$ cat src/rtl/pipelined_ripple_adder_if.sv
// Operand/result handshake bundle for pipelined_ripple_adder.
// The master drives operands and consumes results; the slave is the adder.
interface pipelined_ripple_adder_if #(
  parameter int data_width = 8
);
  logic [data_width-1:0] A;
  logic [data_width-1:0] B;
  logic                  C_in;
  logic                  in_valid;
  logic                  in_ready;
  logic [data_width-1:0] Sum;
  logic                  C_out;
  logic                  out_valid;
  logic                  out_ready;
  logic                  V_out;

  modport master (
    output A, B, C_in, in_valid, out_ready,
    input  in_ready, Sum, C_out, out_valid, V_out
  );

  modport slave (
    input  A, B, C_in, in_valid, out_ready,
    output in_ready, Sum, C_out, out_valid, V_out
  );
endinterface

$ cat src/rtl/pipelined_ripple_adder.sv
// STAGES-slice pipelined ripple-carry adder with valid/ready on both sides.
// Define ADDER_OVF_DETECT_EN to add a registered signed-overflow flag on V_out.
module pipelined_ripple_adder #(
  parameter int data_width = 8,
  parameter int STAGES     = 4
) (
  input logic                      clk,
  input logic                      rst,
  pipelined_ripple_adder_if.slave  adder_io
);
  localparam int CHUNK = data_width / STAGES;

  if (data_width % STAGES != 0) begin : g_cfg_err
    $error("pipelined_ripple_adder: data_width must be a multiple of STAGES");
  end

  logic adv;
  logic out_valid;

  // One global advance: the whole pipe moves or the whole pipe holds.
  assign adv               = adder_io.out_ready | ~out_valid;
  assign adder_io.in_ready = adv;

  for (genvar k = 0; k < STAGES; k++) begin : g_stg
    // Operand bits still ahead of this slice; chunk k sits in the low CHUNK bits.
    localparam int LO  = k * CHUNK;
    localparam int OPW = data_width - LO;

    logic [OPW-1:0]      a_in;
    logic [OPW-1:0]      b_in;
    logic                c_in;
    logic                v_in;
    logic [CHUNK:0]      cc;
    logic [CHUNK-1:0]    s_d;
    logic [LO+CHUNK-1:0] sum_d;
    logic [LO+CHUNK-1:0] sum_q;
    logic                c_q;
    logic                v_q;

    if (k == 0) begin : g_first
      assign a_in  = adder_io.A;
      assign b_in  = adder_io.B;
      assign c_in  = adder_io.C_in;
      assign v_in  = adder_io.in_valid;
      assign sum_d = s_d;
    end else begin : g_next
      assign a_in  = g_stg[k-1].g_ops.a_q;
      assign b_in  = g_stg[k-1].g_ops.b_q;
      assign c_in  = g_stg[k-1].c_q;
      assign v_in  = g_stg[k-1].v_q;
      assign sum_d = {s_d, g_stg[k-1].sum_q};
    end

    always_comb begin
      cc    = '0;
      s_d   = '0;
      cc[0] = c_in;
      for (int i = 0; i < CHUNK; i++) begin
        s_d[i]  = a_in[i] ^ b_in[i] ^ cc[i];
        cc[i+1] = (a_in[i] & b_in[i]) | (cc[i] & (a_in[i] ^ b_in[i]));
      end
    end

    always_ff @(posedge clk or posedge rst) begin
      if (rst) begin
        v_q   <= 1'b0;
        c_q   <= 1'b0;
        sum_q <= '0;
      end else if (adv) begin
        v_q   <= v_in;
        c_q   <= cc[CHUNK];
        sum_q <= sum_d;
      end
    end

    if (k < STAGES - 1) begin : g_ops
      logic [OPW-CHUNK-1:0] a_q;
      logic [OPW-CHUNK-1:0] b_q;

      always_ff @(posedge clk or posedge rst) begin
        if (rst) begin
          a_q <= '0;
          b_q <= '0;
        end else if (adv) begin
          a_q <= a_in[OPW-1:CHUNK];
          b_q <= b_in[OPW-1:CHUNK];
        end
      end
    end

`ifdef ADDER_OVF_DETECT_EN
    if (k == STAGES - 1) begin : g_ovf
      logic ovf_q;

      // Carry into the MSB versus carry out of it, captured alongside the top chunk.
      always_ff @(posedge clk or posedge rst) begin
        if (rst) begin
          ovf_q <= 1'b0;
        end else if (adv) begin
          ovf_q <= cc[CHUNK] ^ cc[CHUNK-1];
        end
      end
    end
`endif
  end

  assign out_valid          = g_stg[STAGES-1].v_q;
  assign adder_io.out_valid = out_valid;
  assign adder_io.Sum       = g_stg[STAGES-1].sum_q;
  assign adder_io.C_out     = g_stg[STAGES-1].c_q;

`ifdef ADDER_OVF_DETECT_EN
  assign adder_io.V_out = g_stg[STAGES-1].g_ovf.ovf_q;
`else
  assign adder_io.V_out = 1'b0;
`endif

endmodule

$ cat src/flat_wrapper.sv
// flat-port wrapper written by rule: the top's interface ports become plain ports
module pipelined_ripple_adder_flat 
#(
  parameter int data_width = 8,
  parameter int STAGES     = 4
)
  (clk, rst, adder_io_A, adder_io_B, adder_io_C_in, adder_io_in_valid, adder_io_out_ready, adder_io_in_ready, adder_io_Sum, adder_io_C_out, adder_io_out_valid, adder_io_V_out);
  pipelined_ripple_adder_if #(.data_width(data_width)) adder_io_i ();
  input logic clk;
  input logic rst;
  input wire logic [$bits(adder_io_i.A)-1:0] adder_io_A;
  input wire logic [$bits(adder_io_i.B)-1:0] adder_io_B;
  input wire logic [$bits(adder_io_i.C_in)-1:0] adder_io_C_in;
  input wire logic [$bits(adder_io_i.in_valid)-1:0] adder_io_in_valid;
  input wire logic [$bits(adder_io_i.out_ready)-1:0] adder_io_out_ready;
  output wire logic [$bits(adder_io_i.in_ready)-1:0] adder_io_in_ready;
  output wire logic [$bits(adder_io_i.Sum)-1:0] adder_io_Sum;
  output wire logic [$bits(adder_io_i.C_out)-1:0] adder_io_C_out;
  output wire logic [$bits(adder_io_i.out_valid)-1:0] adder_io_out_valid;
  output wire logic [$bits(adder_io_i.V_out)-1:0] adder_io_V_out;
  assign adder_io_i.A = adder_io_A;
  assign adder_io_i.B = adder_io_B;
  assign adder_io_i.C_in = adder_io_C_in;
  assign adder_io_i.in_valid = adder_io_in_valid;
  assign adder_io_i.out_ready = adder_io_out_ready;
  assign adder_io_in_ready = adder_io_i.in_ready;
  assign adder_io_Sum = adder_io_i.Sum;
  assign adder_io_C_out = adder_io_i.C_out;
  assign adder_io_out_valid = adder_io_i.out_valid;
  assign adder_io_V_out = adder_io_i.V_out;
  pipelined_ripple_adder #(.data_width(data_width), .STAGES(STAGES)) u_core (.clk(clk), .rst(rst), .adder_io(adder_io_i));
endmodule
$ cat config.mk
export PLATFORM = sky130hd
export DESIGN_NAME = pipelined_ripple_adder_flat
export DESIGN_NICKNAME = d
export VERILOG_FILES = /design/src/rtl/pipelined_ripple_adder_if.sv /design/src/rtl/pipelined_ripple_adder.sv /design/src/flat_wrapper.sv
export SDC_FILE = /design/constraint.sdc
export NUM_CORES = 1
export LEC_CHECK = 0
export ABC_AREA = 1
export BUFFER_PORTS_ARGS = -buffer_cell sky130_fd_sc_hd__buf_4
export CAP_MARGIN = 20
export CORE_MARGIN = 2
export CORE_UTILIZATION = 61
export DETAILED_ROUTE_END_ITERATION = 8
export GPL_ROUTABILITY_DRIVEN = 0
export PLACE_DENSITY = 0.84
export SLEW_MARGIN = 30
export SYNTH_ARGS = -nofsm -noshare
export SYNTH_HDL_FRONTEND = slang
export SYNTH_SLANG_ARGS = --single-unit
$ cat constraint.sdc
create_clock -name clk -period 2.7 [get_ports clk]
set_input_delay 0.405 -clock clk [delete_from_list [all_inputs] [get_ports clk]]
set_output_delay 0.405 -clock clk [all_outputs]
set_load 0.01 [all_outputs]
==> results.md <==
* Switch Pwr at 1070 uW
* Slew headroom at 49.7%
* Min cycle time layout at 1.98 ns
* CTS Sinks at 52
* DR vias/cell at 5.13
* Clock share of power at 15.8%
* Sequential element share of the synthesized area at 54.3%
* Max_cap viols at 0
* Hold_ws at 0.0801 ns
* Ys Warns at 0
* Max Fanout on Critical Path at 25
* First-pass GRT wire length at 7400 microns
* Clock Tree Buf Depth at 2
* Post-synthesis adder-cell area fraction at 6.68%
* Largest family of logic cells by synthesized area: simple AND/OR/NAND/NOR gates
* Slowest stage delay, CP at 0.84 ns
* Most common cell after layout, fill and taps aside: nand2_1
* Top Ports at 33
* Detailed-route via count at 1756
* Clk root buf: clkbuf_8
* Vias in the first global route at 1760
* CTS tree: done
* Setup CP Type: reg2out
* Seq pwr share at 47.7%
* H-Tree Depth at 2
* Complex-gate fraction of the synthesized area at 0%
* FF+latch count, synth at 52
* DIE AREA at 4450 sq um
* TNS Setup at 0 ns
* Pre-CTS WS at 0.982 ns
* Pwr Total at 2800 uW
* Sw Share at 38.3%
* Inserted Diodes at 0
* Clock Pin Slew Worst Setup and Hold Paths at 0.09 ns
* Post-synthesis cell type count at 11
* VDD IR-drop max at 0.478 mV
* Worst-margin pin slew at 0.755 ns
* Max-slew violation count at 0
* Worst EP arrival at 1.58 ns
* Routed WL at 4230 microns
* Startpoint Class: register
* Clock Latency Late Sink at 0.30 ns
* Share of total power in combinational logic at 36.4%
* Status: finished, final reports clean
* Fin crit share at 73.4%
* Nets@finish at 322
* Post-CTS Setup Repair Bufs at 0
* Core area at 3720 sq um
* Initial antenna violation count at 0
* DIE HEIGHT at 66.7 microns
* First-pass iteration count of the detailed router at 5
* CP delay by family, top: flip-flops
* Wirelength per Cell at 12.4 microns
* Hold Crit Class: in2async
* Starting Density at 64.5%
* Row cnt at 22
* Num CTS Buffers at 5
* Critical path capture point type: primary output
* DP Wirelength at 2720 microns
* Slowest cell on the critical path: dfrtp_1
* Synth Area in Simple Gates at 27.6%
* Largest net degree at the start of global routing at 52
* Fmax at 504 MHz
* Syn Std Cell Area at 2400 sq um
* Mean Syn Cell Area at 8.95 sq um
* Routed Antenna Nets at 0
* RSZ-0062 raised after global routing: false
* Clock skew at 0.00511 ns
* Commonest cells after routing, fill and taps aside: 103 x nand2_1, 52 x dfrtp_1, 51 x nand3_1, 35 x buf_4, 33 x inv_1
* Fin. Hold Viols at 0
* Post-cts resize count at 0
* DP Cell Count at 334
* Die X at 66.7 microns
* WP buf/inv at 1
* Layout cells sized above 1 at 15.6%
* Xor and xnor area share after synthesis at 0%
* Synth-to-layout area growth at 11.6%
* Required @ worst endpoint at 2.30 ns
* Post-Synthesis Cells at 268
* Net count after synthesis at 297
* Fin cells at 342
* CP cell instances: nand2_8, buf_4
* Gr ovfl total at 0
* P_int at 1730 uW
* IO Port Bufs at 31
* GRT Util Overall at 22.6%
* Lkg Pwr at 0.00152 uW
* Post-route DRC at 0
* Final worst setup slack at 0.718 ns
* Mux contribution to synthesized area at 0%
* Power Density at 1050 nW/um^2
* Hold buffer count at cts at 0
* Iteration-0 DRC Markers at 184
* Final setup violation count at 0
-- state kept, by name, indices dropped and copies added, names as in the netlist --
register,flops
u_core.g_stg.g_ops.b_q,12
u_core.adder_io.C_out,1
u_core.adder_io.Sum,8
u_core.g_stg.g_ops.a_q,12
u_core.g_stg.c_q,3
u_core.g_stg.v_q,3
u_core.g_stg.sum_q,12
u_core.adder_io.out_valid,1
-- per-layer routing --
metal  track usage, %  share of wire (%)  up-vias
met5                0                  0        -
met4             11.2                2.0        0
met3             4.56                5.2        9
met2             40.1                 51       55
met1             25.9                 41      837
li1                 -                  -      855
-- power by group through the flow --
stage	combinational, uW	sequential (uW)	clock [uW]
final	1020	1340	444
after global routing	1220	1380	483
after CTS	1040	1340	454
after detailed placement	1020	1350	0
after global placement	982	1330	0
after floorplan	828	1300	0
-- layout make-up --
type / count / area [sq um]
Clock buffer: 6 / 82.6
Clock inverter: 2 / 10.0
Fill cell: 300 / 1040
Inverter: 35 / 134
Multi-Input combinational cell: 164 / 826
Sequential cell: 52 / 1300
Tap cell: 48 / 60.1
Timing Repair Buffer: 35 / 263
-- synth_stat cells --
cell type  instances  area share, %
buf_2              5            1.0
buf_4              6            1.9
buf_6              6            2.8
conb_1             1           0.16
dfrtp_1           52             54
fa_1               8            6.7
inv_1             34            5.3
inv_4              1           0.26
nand2_1          103             16
nand2_8            1           0.83
nand3_1           51             11
-- worst register-to-register path, delay by kind of cell, from the launching register on --
| kind | cells | cell delay [ns] |
|---|---|---|
| simple gates | 3 | 0.40 |
| flops | 1 | 0.84 |
| buf+inv | 1 | 0.29 |
-- metrics by stage --
stage | utilization [%] | cell area [sq um]
CTS | 72.0 | 2680
global route | 72.0 | 2680
global placement | 69.5 | 2580
floorplan | - | 2400
finish | 72.0 | 2680
detailed placement | 69.5 | 2580
-- kinds of logic (layout without fill, tap and decap cells) --
logic type	Yosys count	count (layout)
buffers and inverters	52	78
and+or+nand+nor	155	155
adders and majority gates	8	8
other	1	1
DFF	52	52
-- path summary, 6_finish.rpt --
| kind | from | endpoint | slack [ns] | depth (start not counted) |
|---|---|---|---|---|
| setup / recovery | u_core.adder_io.out_valid | adder_io_in_ready | 0.72 | 2 |
| hold / removal | rst | u_core.adder_io.Sum[7] | 0.08 | 2 |
| setup reg to reg | u_core.adder_io.out_valid | u_core.g_stg[1].g_ops.a_q[3] | 1.08 | 4 |
| hold reg to reg | u_core.g_stg[2].v_q | u_core.adder_io.out_valid | 0.47 | 2 |
| max in group asynchronous | rst | u_core.g_stg[1].g_ops.a_q[0] | 1.87 | 3 |
| min in group clk | adder_io_A[7] | u_core.g_stg[0].g_ops.a_q[5] | 0.29 | 3 |
Note: power is estimated with default switching activity, not from simulation.
